[config.mk]
export PLATFORM = sky130hd
export DESIGN_NAME = ucsbece154b_branch_resolve_flat
export DESIGN_NICKNAME = d
export VERILOG_FILES = /design/src/rtl/ucsbece154b_branch_resolve_if.sv /design/src/rtl/ucsbece154b_branch_resolve.sv /design/src/flat_wrapper.sv
export SDC_FILE = /design/constraint.sdc
export NUM_CORES = 1
export LEC_CHECK = 0
export ABC_CLOCK_PERIOD_IN_PS = 2500
export CORE_MARGIN = 1.5
export CORE_UTILIZATION = 43
export CTS_CLUSTER_DIAMETER = 60
export DETAILED_ROUTE_END_ITERATION = 10
export PLACE_DENSITY = 0.78
export SLEW_MARGIN = 5
export SYNTH_ARGS = -nofsm -noshare
export SYNTH_HDL_FRONTEND = slang
export SYNTH_SLANG_ARGS = --single-unit
[constraint.sdc]
create_clock -name clk -period 2.5 [get_ports clk]
set_clock_uncertainty 0.1 [all_clocks]
set_input_delay 0.5 -clock clk [delete_from_list [all_inputs] [get_ports clk]]
set_output_delay 0.5 -clock clk [all_outputs]
set_load 0.02 [all_outputs]
[src/rtl/ucsbece154b_branch_resolve_if.sv]
// ucsbece154b_branch_resolve_if: fetch/decode/execute-side signals of the branch resolver, grouped.
// master: pipeline side, drives the F/D/E inputs and observes redirect/predictor-update outputs.
// slave:  resolver side (ucsbece154b_branch_resolve).
interface ucsbece154b_branch_resolve_if #(
    parameter int NUM_BTB_ENTRIES = 32,
    parameter int NUM_GHR_BITS    = 5
);
    localparam int IW = $clog2(NUM_BTB_ENTRIES);
    logic [31:0]             pc_f_i;
    logic                    branch_taken_f_i;
    logic [31:0]             btb_target_f_i;
    logic [NUM_GHR_BITS-1:0] pht_addr_f_i;
    logic                    stall_d_i;
    logic [6:0]              op_e_i;
    logic                    cond_e_i;
    logic [31:0]             target_e_i;
    logic                    mispredict_o;
    logic [31:0]             redirect_pc_o;
    logic                    BTB_we_o;
    logic [IW-1:0]           BTBwriteaddress_o;
    logic [31:0]             BTBwritedata_o;
    logic [31:0]             pc_update_o;
    logic                    PHTwe_o;
    logic                    PHTincrement_o;
    logic [NUM_GHR_BITS-1:0] PHTwriteaddress_o;
    logic                    GHRreset_o;
    modport master (
        output pc_f_i, branch_taken_f_i, btb_target_f_i, pht_addr_f_i, stall_d_i,
               op_e_i, cond_e_i, target_e_i,
        input  mispredict_o, redirect_pc_o, BTB_we_o, BTBwriteaddress_o, BTBwritedata_o,
               pc_update_o, PHTwe_o, PHTincrement_o, PHTwriteaddress_o, GHRreset_o
    );
    modport slave (
        input  pc_f_i, branch_taken_f_i, btb_target_f_i, pht_addr_f_i, stall_d_i,
               op_e_i, cond_e_i, target_e_i,
        output mispredict_o, redirect_pc_o, BTB_we_o, BTBwriteaddress_o, BTBwritedata_o,
               pc_update_o, PHTwe_o, PHTincrement_o, PHTwriteaddress_o, GHRreset_o
    );
endinterface

[src/rtl/ucsbece154b_branch_resolve.sv]
// ucsbece154b_branch_resolve: tracks fetch-time predictions through D/E and resolves them in execute.
// Ports: clk, reset_i (sync, active-high); bus (slave modport) carries fetch prediction, decode stall,
// execute opcode/condition/target in, and redirect, BTB write, PHT update and GHR recovery out.
// Optional macro BRANCH_STATS_EN adds saturating stat_branches_o / stat_mispredicts_o counters.
module ucsbece154b_branch_resolve #(
    parameter int NUM_BTB_ENTRIES = 32,
    parameter int NUM_GHR_BITS    = 5
) (
    input  logic clk,
    input  logic reset_i,
    ucsbece154b_branch_resolve_if.slave bus
`ifdef BRANCH_STATS_EN
    ,
    output logic [31:0] stat_branches_o,
    output logic [31:0] stat_mispredicts_o
`endif
);
    localparam int IW = $clog2(NUM_BTB_ENTRIES);
    localparam logic [6:0] OP_BRANCH = 7'b1100011;
    localparam logic [6:0] OP_JAL    = 7'b1101111;
    localparam logic [6:0] OP_JALR   = 7'b1100111;
    typedef struct packed {
        logic                    valid;
        logic [31:0]             pc;
        logic                    pred_taken;
        logic [31:0]             pred_target;
        logic [NUM_GHR_BITS-1:0] pht_addr;
    } track_t;
    track_t d_q, d_d, e_q, e_d;
    logic   is_br, is_jump, actual, mispredict;
    always_comb begin
        is_br      = e_q.valid && bus.op_e_i == OP_BRANCH;
        is_jump    = e_q.valid && (bus.op_e_i == OP_JAL || bus.op_e_i == OP_JALR);
        actual     = is_jump || (is_br && bus.cond_e_i);
        mispredict = e_q.valid && (e_q.pred_taken != actual ||
                     (actual && e_q.pred_target != bus.target_e_i));
        d_d = mispredict ? '0 : bus.stall_d_i ? d_q :
              track_t'{valid: 1'b1, pc: bus.pc_f_i, pred_taken: bus.branch_taken_f_i,
                       pred_target: bus.btb_target_f_i, pht_addr: bus.pht_addr_f_i};
        e_d = (mispredict || bus.stall_d_i) ? '0 : d_q;
    end
    always_ff @(posedge clk) begin
        if (reset_i) begin
            d_q <= '0;
            e_q <= '0;
        end else begin
            d_q <= d_d;
            e_q <= e_d;
        end
    end
    // Every bubble is loaded as all-zero, so E's pc/pht_addr fields already read 0 when invalid.
    assign bus.mispredict_o      = mispredict;
    assign bus.redirect_pc_o     = mispredict ? (actual ? bus.target_e_i : e_q.pc + 32'd4) : '0;
    assign bus.BTB_we_o          = actual && (!e_q.pred_taken || e_q.pred_target != bus.target_e_i);
    assign bus.BTBwriteaddress_o = e_q.pc[IW+1:2];
    assign bus.BTBwritedata_o    = e_q.valid ? bus.target_e_i : '0;
    assign bus.pc_update_o       = e_q.pc;
    assign bus.PHTwe_o           = is_br;
    assign bus.PHTincrement_o    = e_q.valid && bus.cond_e_i;
    assign bus.PHTwriteaddress_o = e_q.pht_addr;
    assign bus.GHRreset_o        = mispredict && is_br;
`ifdef BRANCH_STATS_EN
    always_ff @(posedge clk) begin
        if (reset_i) begin
            stat_branches_o    <= '0;
            stat_mispredicts_o <= '0;
        end else begin
            if (is_br && stat_branches_o != '1) stat_branches_o <= stat_branches_o + 32'd1;
            if (mispredict && stat_mispredicts_o != '1) stat_mispredicts_o <= stat_mispredicts_o + 32'd1;
        end
    end
`endif
endmodule

[src/flat_wrapper.sv]
// flat-port wrapper written by rule: the top's interface ports become plain ports
module ucsbece154b_branch_resolve_flat 
#(
    parameter int NUM_BTB_ENTRIES = 32,
    parameter int NUM_GHR_BITS    = 5
)
  (clk, reset_i, bus_pc_f_i, bus_branch_taken_f_i, bus_btb_target_f_i, bus_pht_addr_f_i, bus_stall_d_i, bus_op_e_i, bus_cond_e_i, bus_target_e_i, bus_mispredict_o, bus_redirect_pc_o, bus_BTB_we_o, bus_BTBwriteaddress_o, bus_BTBwritedata_o, bus_pc_update_o, bus_PHTwe_o, bus_PHTincrement_o, bus_PHTwriteaddress_o, bus_GHRreset_o);
  ucsbece154b_branch_resolve_if #(.NUM_BTB_ENTRIES(NUM_BTB_ENTRIES), .NUM_GHR_BITS(NUM_GHR_BITS)) bus_i ();
  input  logic clk;
  input  logic reset_i;
  input wire logic [$bits(bus_i.pc_f_i)-1:0] bus_pc_f_i;
  input wire logic [$bits(bus_i.branch_taken_f_i)-1:0] bus_branch_taken_f_i;
  input wire logic [$bits(bus_i.btb_target_f_i)-1:0] bus_btb_target_f_i;
  input wire logic [$bits(bus_i.pht_addr_f_i)-1:0] bus_pht_addr_f_i;
  input wire logic [$bits(bus_i.stall_d_i)-1:0] bus_stall_d_i;
  input wire logic [$bits(bus_i.op_e_i)-1:0] bus_op_e_i;
  input wire logic [$bits(bus_i.cond_e_i)-1:0] bus_cond_e_i;
  input wire logic [$bits(bus_i.target_e_i)-1:0] bus_target_e_i;
  output wire logic [$bits(bus_i.mispredict_o)-1:0] bus_mispredict_o;
  output wire logic [$bits(bus_i.redirect_pc_o)-1:0] bus_redirect_pc_o;
  output wire logic [$bits(bus_i.BTB_we_o)-1:0] bus_BTB_we_o;
  output wire logic [$bits(bus_i.BTBwriteaddress_o)-1:0] bus_BTBwriteaddress_o;
  output wire logic [$bits(bus_i.BTBwritedata_o)-1:0] bus_BTBwritedata_o;
  output wire logic [$bits(bus_i.pc_update_o)-1:0] bus_pc_update_o;
  output wire logic [$bits(bus_i.PHTwe_o)-1:0] bus_PHTwe_o;
  output wire logic [$bits(bus_i.PHTincrement_o)-1:0] bus_PHTincrement_o;
  output wire logic [$bits(bus_i.PHTwriteaddress_o)-1:0] bus_PHTwriteaddress_o;
  output wire logic [$bits(bus_i.GHRreset_o)-1:0] bus_GHRreset_o;
  assign bus_i.pc_f_i = bus_pc_f_i;
  assign bus_i.branch_taken_f_i = bus_branch_taken_f_i;
  assign bus_i.btb_target_f_i = bus_btb_target_f_i;
  assign bus_i.pht_addr_f_i = bus_pht_addr_f_i;
  assign bus_i.stall_d_i = bus_stall_d_i;
  assign bus_i.op_e_i = bus_op_e_i;
  assign bus_i.cond_e_i = bus_cond_e_i;
  assign bus_i.target_e_i = bus_target_e_i;
  assign bus_mispredict_o = bus_i.mispredict_o;
  assign bus_redirect_pc_o = bus_i.redirect_pc_o;
  assign bus_BTB_we_o = bus_i.BTB_we_o;
  assign bus_BTBwriteaddress_o = bus_i.BTBwriteaddress_o;
  assign bus_BTBwritedata_o = bus_i.BTBwritedata_o;
  assign bus_pc_update_o = bus_i.pc_update_o;
  assign bus_PHTwe_o = bus_i.PHTwe_o;
  assign bus_PHTincrement_o = bus_i.PHTincrement_o;
  assign bus_PHTwriteaddress_o = bus_i.PHTwriteaddress_o;
  assign bus_GHRreset_o = bus_i.GHRreset_o;
  ucsbece154b_branch_resolve #(.NUM_BTB_ENTRIES(NUM_BTB_ENTRIES), .NUM_GHR_BITS(NUM_GHR_BITS)) u_core (.clk(clk), .reset_i(reset_i), .bus(bus_i));
endmodule
==> impl_results.md <==
- Top cells by count, synth: 142 x dfxtp_1, 77 x mux2i_1, 70 x a21boi_1
- Max-cap violations: 0
- Final Power: 5.77 mW
- Classification of the worst setup path: flip-flop to primary output
- Syn Inst Count: 739
- Period minus WS final: 3.15 ns
- Row count: 47
- Fmax: 318 MHz
- Nets: 1164
- Via count: 7412
- Final hold vios: 0
- Ranking of synthesized cells by area: dfxtp_1 39%, mux2i_1 11%, a21boi_1 7.3%, a211oi_1 5.2%, buf_4 4.4%
- Peak supply drop: 0.447 mV
- Clock tree root buffer cell: clkbuf_16
- Multiplexer share of the synthesized area: 0.107
- Net Count, Synth: 853
- Critical Path Fanout Max: 6
- Drt first pass iters: 6
- Post-Layout Cell Count: 1286
- Number of flops mapped to enable cells by yosys: 0
- Worst Setup SP: u_core.bus.pc_update_o[7]
- RSZ-0062 raised after global routing: true
- Tightest Hold Check Type: flip-flop to flip-flop
- Antenna-violating nets left: 0
- Routed WL: 29200 um
- TritonCTS Sinks: 142
- DR vias/cell: 5.76
- Share of cells above drive strength 1: 0.402
- Critical Path AT: 2.55 ns
- Combinational family with the most area after synthesis: compound AO/OA/AOI/OAI gates
- Synth Area in Simple Gates: 0.146
- CTS max path bufs: 2
- H-tree depth: 4
- Die height: 133 um
- First-pass GRT wire length: 41700 um
- Antenna violations before repair: 3
- Lkg Pwr: 4.87 nW
- Clk slew on worst S/H paths: 0.06 ns
- Setup violators final: 36
- Synth Area in Compound Gates: 0.218
- Power density over the cells: 473 mW/mm^2
- Crit start category: flip-flop
- Synthesized flop and latch total: 142
- CTS Buf Count: 17
- Final WS setup: -0.648 ns
- Inst Count DP: 1195
- Die X: 133 um
- Post-synth top area share: 0.393
- DRC Markers: 0
- DR iter-0 viols: 666
- Aggregate global routing overflow: 0
- CTS tree: built
- Critical Path Sink Type: primary output
- Number of global-route vias before repair: 7211
- Status: finished, violations left
- Max-slew violation count: 0
- Final HPWL DP: 18000 um
- Data required, critical path: 1.90 ns
- Core footprint: 0.0165 sq mm
- Input/output buffers: 223
- Post-Syn Area per Cell: 9.79 sq um
- Failing checks: setup timing
- Slew @ Worst Pin: 0.981 ns
- GRT Overall Usage: 0.310
- # hold bufs at CTS: 0
- Synth unique cells: 53
- Skew-Pair Late Insertion Delay: 0.44 ns
- Cell area after synthesis: 0.00723 sq mm
- Synth async-reset ratio: 0
- Prevailing post-synth register cell: dfxtp_1
- Initial Utilization: 0.438
- I/O pins: 224
- Largest net degree at the start of global routing: 72
- Avg WL per Cell: 22.7 um
- Die Area: 0.0176 sq mm
- Synthesis warning total: 0
- Synth area leader: dfxtp_1
- Final Cycle Share: 1.26
- Sequential share of the synthesized area: 0.393
- R2r startpoint: u_core.e_q[70]
- Cell with the most instances after synthesis: dfxtp_1
- Synth Area in Adders: 0.00173
- Rel. slew slack: 0.346
- Area Growth Syn to Fin: 68.5%
- Xor/xnor share of the synthesized area: 0.0363
- Last weighted congestion value of the routability-driven placer: 0.926
- Hold Path Origin: u_core.d_q[47]
-- stage by stage --
step,hold slack [ns],setup TNS [ns],utilization,cell area [sq um],worst slack [ns]
CTS,0.359,-14.12,0.718,11900,-0.670
global placement,0.352,-98.01,0.625,10300,-1.18
floorplan,0.312,-0.392,-,7490,-0.0778
finish,0.357,-16.44,0.738,12200,-0.648
detailed placement,0.350,-104.68,0.625,10300,-1.18
global route,0.369,-20.22,0.738,12200,-0.734
-- cells in the final DEF, fill, tap and decap left out, types with 7 or more instances in the layout --
cell type        count
buf_4              142
clkdlybuf4s50_1    141
dfxtp_1            117
mux2i_1             76
a21boi_1            70
buf_6               51
a211oi_1            40
and2_1              35
a211oi_2            30
dfxtp_2             23
dlygate4sd2_1       22
nor2_1              21
clkbuf_16           19
xnor2_1             17
buf_12              15
nand4_1             13
nand3_1             11
o2111a_2            11
xnor2_2             11
nand2_1             11
nor4_4              10
nand3_2              9
buf_8                9
clkdlybuf4s15_1      9
o31ai_1              8
nor3_4               7
-- cell type report --
| class | count | area [sq um] |
|---|---|---|
| antenna | 3 | 7.51 |
| clock buffer | 19 | 433 |
| multi-input combinational | 476 | 4440 |
| fill | 1077 | 4330 |
| sequential | 142 | 2880 |
| clock inverter | 13 | 166 |
| tap | 220 | 275 |
| timing repair buffer | 403 | 3950 |
| inverter | 10 | 40.0 |
-- cell families after synthesis --
family / after synthesis
AOI/OAI and AO/OA: 189
xor gates and xnor gates: 30
adders and majority gates: 1
muxes: 77
and+or+nand+nor: 179
DFF: 142
buffers and inverters: 121
-- layer usage --
layer | share of wire | GRT usage | wire length, um
met4 | 0.039 | 0.129 | 1130
met5 | 0 | 0 | 0
met1 | 0.40 | 0.381 | 11700
met3 | 0.078 | 0.0851 | 2270
met2 | 0.48 | 0.515 | 14000
-- critical path, cell delays in order, from the launching register on --
cell,delay (ns)
dfxtp_2,0.33
nand4_1,0.13
or4_4,0.60
buf_8,0.16
buf_6,0.12
nor4_4,0.15
mux2i_1,0.27
o2111a_2,0.24
buf_6,0.12
-- flip-flops by register name, indices dropped and copies added (netlist names) --
register,cells
u_core.bus.PHTwriteaddress_o,5
u_core.bus.pc_update_o,32
u_core.e_q,34
u_core.d_q,71
-- final timing paths --
| kind | to | slack, ns | cells past startpoint |
|---|---|---|---|
| hold / removal | u_core.bus.pc_update_o[9] | 0.36 | 1 |
| setup / recovery | bus_redirect_pc_o[29] | -0.65 | 8 |
| setup reg to reg | u_core.e_q[12] | 0.01 | 9 |
| hold reg to reg | u_core.bus.pc_update_o[9] | 0.36 | 1 |
-- where the power goes --
part / switching [mW] / leakage (nW) / internal (mW)
Clock: 1.02 / 0.272 / 1.57
Combinational: 0.347 / 3.42 / 0.411
Sequential: 0.0570 / 1.17 / 2.36
-- what timing repair did --
action	CTS	global route
endpoints found under the setup margin	157	125
pin swaps	68	36
setup buffers	52	8
resized for setup	380	71
cloned	5	4
endpoints found under the hold margin	0	0
Note: power is estimated with default switching activity, not from simulation.
==> patch (config.mk and constraints unchanged) <==
`NUM_BTB_ENTRIES` is set to 32 in 3 places; all go to 64.
--- a/src/rtl/ucsbece154b_branch_resolve_if.sv
+++ b/src/rtl/ucsbece154b_branch_resolve_if.sv
@@ -2,7 +2,7 @@
 // master: pipeline side, drives the F/D/E inputs and observes redirect/predictor-update outputs.
 // slave:  resolver side (ucsbece154b_branch_resolve).
 interface ucsbece154b_branch_resolve_if #(
-    parameter int NUM_BTB_ENTRIES = 32,
+    parameter int NUM_BTB_ENTRIES = 64,
     parameter int NUM_GHR_BITS    = 5
 );
     localparam int IW = $clog2(NUM_BTB_ENTRIES);
--- a/src/rtl/ucsbece154b_branch_resolve.sv
+++ b/src/rtl/ucsbece154b_branch_resolve.sv
@@ -3,7 +3,7 @@
 // execute opcode/condition/target in, and redirect, BTB write, PHT update and GHR recovery out.
 // Optional macro BRANCH_STATS_EN adds saturating stat_branches_o / stat_mispredicts_o counters.
 module ucsbece154b_branch_resolve #(
-    parameter int NUM_BTB_ENTRIES = 32,
+    parameter int NUM_BTB_ENTRIES = 64,
     parameter int NUM_GHR_BITS    = 5
 ) (
     input  logic clk,
--- a/src/flat_wrapper.sv
+++ b/src/flat_wrapper.sv
@@ -1,7 +1,7 @@
 // flat-port wrapper written by rule: the top's interface ports become plain ports
 module ucsbece154b_branch_resolve_flat 
 #(
-    parameter int NUM_BTB_ENTRIES = 32,
+    parameter int NUM_BTB_ENTRIES = 64,
     parameter int NUM_GHR_BITS    = 5
 )
   (clk, reset_i, bus_pc_f_i, bus_branch_taken_f_i, bus_btb_target_f_i, bus_pht_addr_f_i, bus_stall_d_i, bus_op_e_i, bus_cond_e_i, bus_target_e_i, bus_mispredict_o, bus_redirect_pc_o, bus_BTB_we_o, bus_BTBwriteaddress_o, bus_BTBwritedata_o, bus_pc_update_o, bus_PHTwe_o, bus_PHTincrement_o, bus_PHTwriteaddress_o, bus_GHRreset_o);
Ports: changed (resized bus_BTBwriteaddress_o); port bits go from 224 to 225. The function was not compared with the original's and may differ.
==> patch against the unedited design <==
The flow still finishes with violations (negative setup slack). Utilization down 1.1 points. Final cell count down 1.6%. Count of clock-buffer cells in the layout up 1. Final area down 1.5%. Sequential share of layout area up 0.30 points. Worst hold slack better by 0.0019 ns. Area after synthesis up 0.10%. Combinational power up 4.2%. Worst setup slack better by 0.034 ns. Clock power down 3%. Sequential cell count unchanged. Wire length down 2.7%. Synthesized cell count up 0.14%. Total power down 0.79%. Critical path type unchanged. Largest power group unchanged.
==> patch: results (changes against the unedited design) <==
stage	metric	value	unit	change
grt	global-route wire length before repair	40100	µm	-3.9%
layout	Fill cells	1072		-0.46%
grt	antenna violations before repair	8		+5
placement	pre-CTS WS	-1.19	ns	-0.0168 ns
layout	nets	1143		-1.8%
logic_synthesis	post-synthesis sequential area ratio	0.393		-0.000407
clocking	Clock Latency Late Sink	0.42	ns	-0.02 ns
route	Pre-antenna DRT Iters	5		-1
run_status	failing checks	negative setup slack		
layout	share of cells above drive strength 1	0.409		+0.00714
power_and_ir_drop	Static Leakage	0.00467	µW	-4.1%
sta	Fin Setup TNS	-17.42	ns	-0.988 ns
grt	vias in the first global route	7109		-1.4%
power_and_ir_drop	maximum vdd drop	381	µV	-15%
logic_synthesis	Syn Nets	854		+0.12%
route	via density per instance	5.75		-0.22%
sta	final setup margin	-0.614	ns	+0.0336 ns
logic_synthesis	top cells by area, synth	dfxtp_1 (39%), mux2i_1 (11%), a21boi_1 (7.3%), a211oi_1 (5.2%), buf_4 (4.5%)		
logic_synthesis	top cell types by occurrence after synthesis	dfxtp_1 (142), mux2i_1 (77), a21boi_1 (70)		
placement	hpwl dp	18600	µm	+3.2%
critical_path	CP arrival	2.51	ns	-0.04 ns
run_status	status	finished, violations left		
route	total detailed-routing wirelength	28400	µm	-2.7%
critical_path	CP Max Fanout	5		-1
route	Starting DRT DRC Count	515		-23%
sta	worst slew pin tran	1.06	ns	+0.0822 ns
sta	final setup violating endpoints	39		+8.3%
placement	RD Place Congestion	0.882		-4.7%
critical_path	crit-path max cell delay	0.56	ns	-0.04 ns
grt	gr usage total	0.299		-0.0117
patch: final timing paths:
kind	from	to	slack [ns]	cells after the start
worst max-delay path	u_core.bus.pc_update_o[10]$_SDFF_PP0_	bus_redirect_pc_o[23]	-0.61	7
worst min register to register	u_core.d_q[45]$_SDFFE_PP0N_	u_core.bus.pc_update_o[7]$_SDFF_PP0_	0.36	1
worst min-delay path	u_core.d_q[45]$_SDFFE_PP0N_	u_core.bus.pc_update_o[7]$_SDFF_PP0_	0.36	1
worst max register to register	u_core.e_q[17]$_SDFF_PP0_	u_core.d_q[41]$_SDFFE_PP0N_	0.01	9
patch: cells by family (layout without fill, tap and decap cells):
family,Yosys count,count (layout),synth area share
compound gates,189,189,0.218
simple gates,179,180,0.146
flops,142,142,0.393
buf+inv,122,423,0.0988
mux,77,77,0.106
xor+xnor,30,30,0.0363
fa+ha+maj,1,1,0.00173
other cells,0,4,0
patch: timing repair:
action,4_1_cts,5_1_grt
gates resized for setup,361,114
setup buffers,19,8
endpoints found under the setup margin,188,153
pin swaps,56,32
cloned,2,4
patch: worst reg2reg max path: cells and delay by family (launching register included):
| kind | cells | cell delay (ns) |
|---|---|---|
| flip-flops | 1 | 0.32 |
| buffers and inverters | 4 | 0.73 |
| AO/OA/AOI/OAI | 2 | 0.62 |
| AND/OR/NAND/NOR | 3 | 0.61 |
patch: cell type report:
cell class	instances	area [µm²]	share of cell area
diodes	4	10.0	0.000834
well taps	220	275	0.0229
multi-input cells	477	4630	0.385
repair buffers	381	3600	0.300
clock inverters	12	136	0.0114
inverters	10	38.8	0.00323
clock buffers	20	447	0.0372
flip-flops and latches	142	2870	0.239
patch: where the power goes:
group          switching [µW]  internal, µW  total (µW)
clock network            1010          1500        2510
logic                     366           425         790
registers                58.8          2360        2420
patch: per-stage QoR:
step,std cells,cell area [µm²],util
final,1266,12000,0.726
after global routing,1263,12000,0.726
after CTS,1252,11500,0.694
after detailed placement,1203,10400,0.628
after global placement,1203,10400,0.628
after floorplan,740,7500,-
patch: per-layer routing:
metal | GRT usage | vias up | share of wire
met5 | 0 | - | 0.0017
met4 | 0.160 | 8 | 0.046
met3 | 0.0992 | 85 | 0.084
met2 | 0.487 | 357 | 0.48
met1 | 0.348 | 3569 | 0.39
li1 | - | 3262 | -
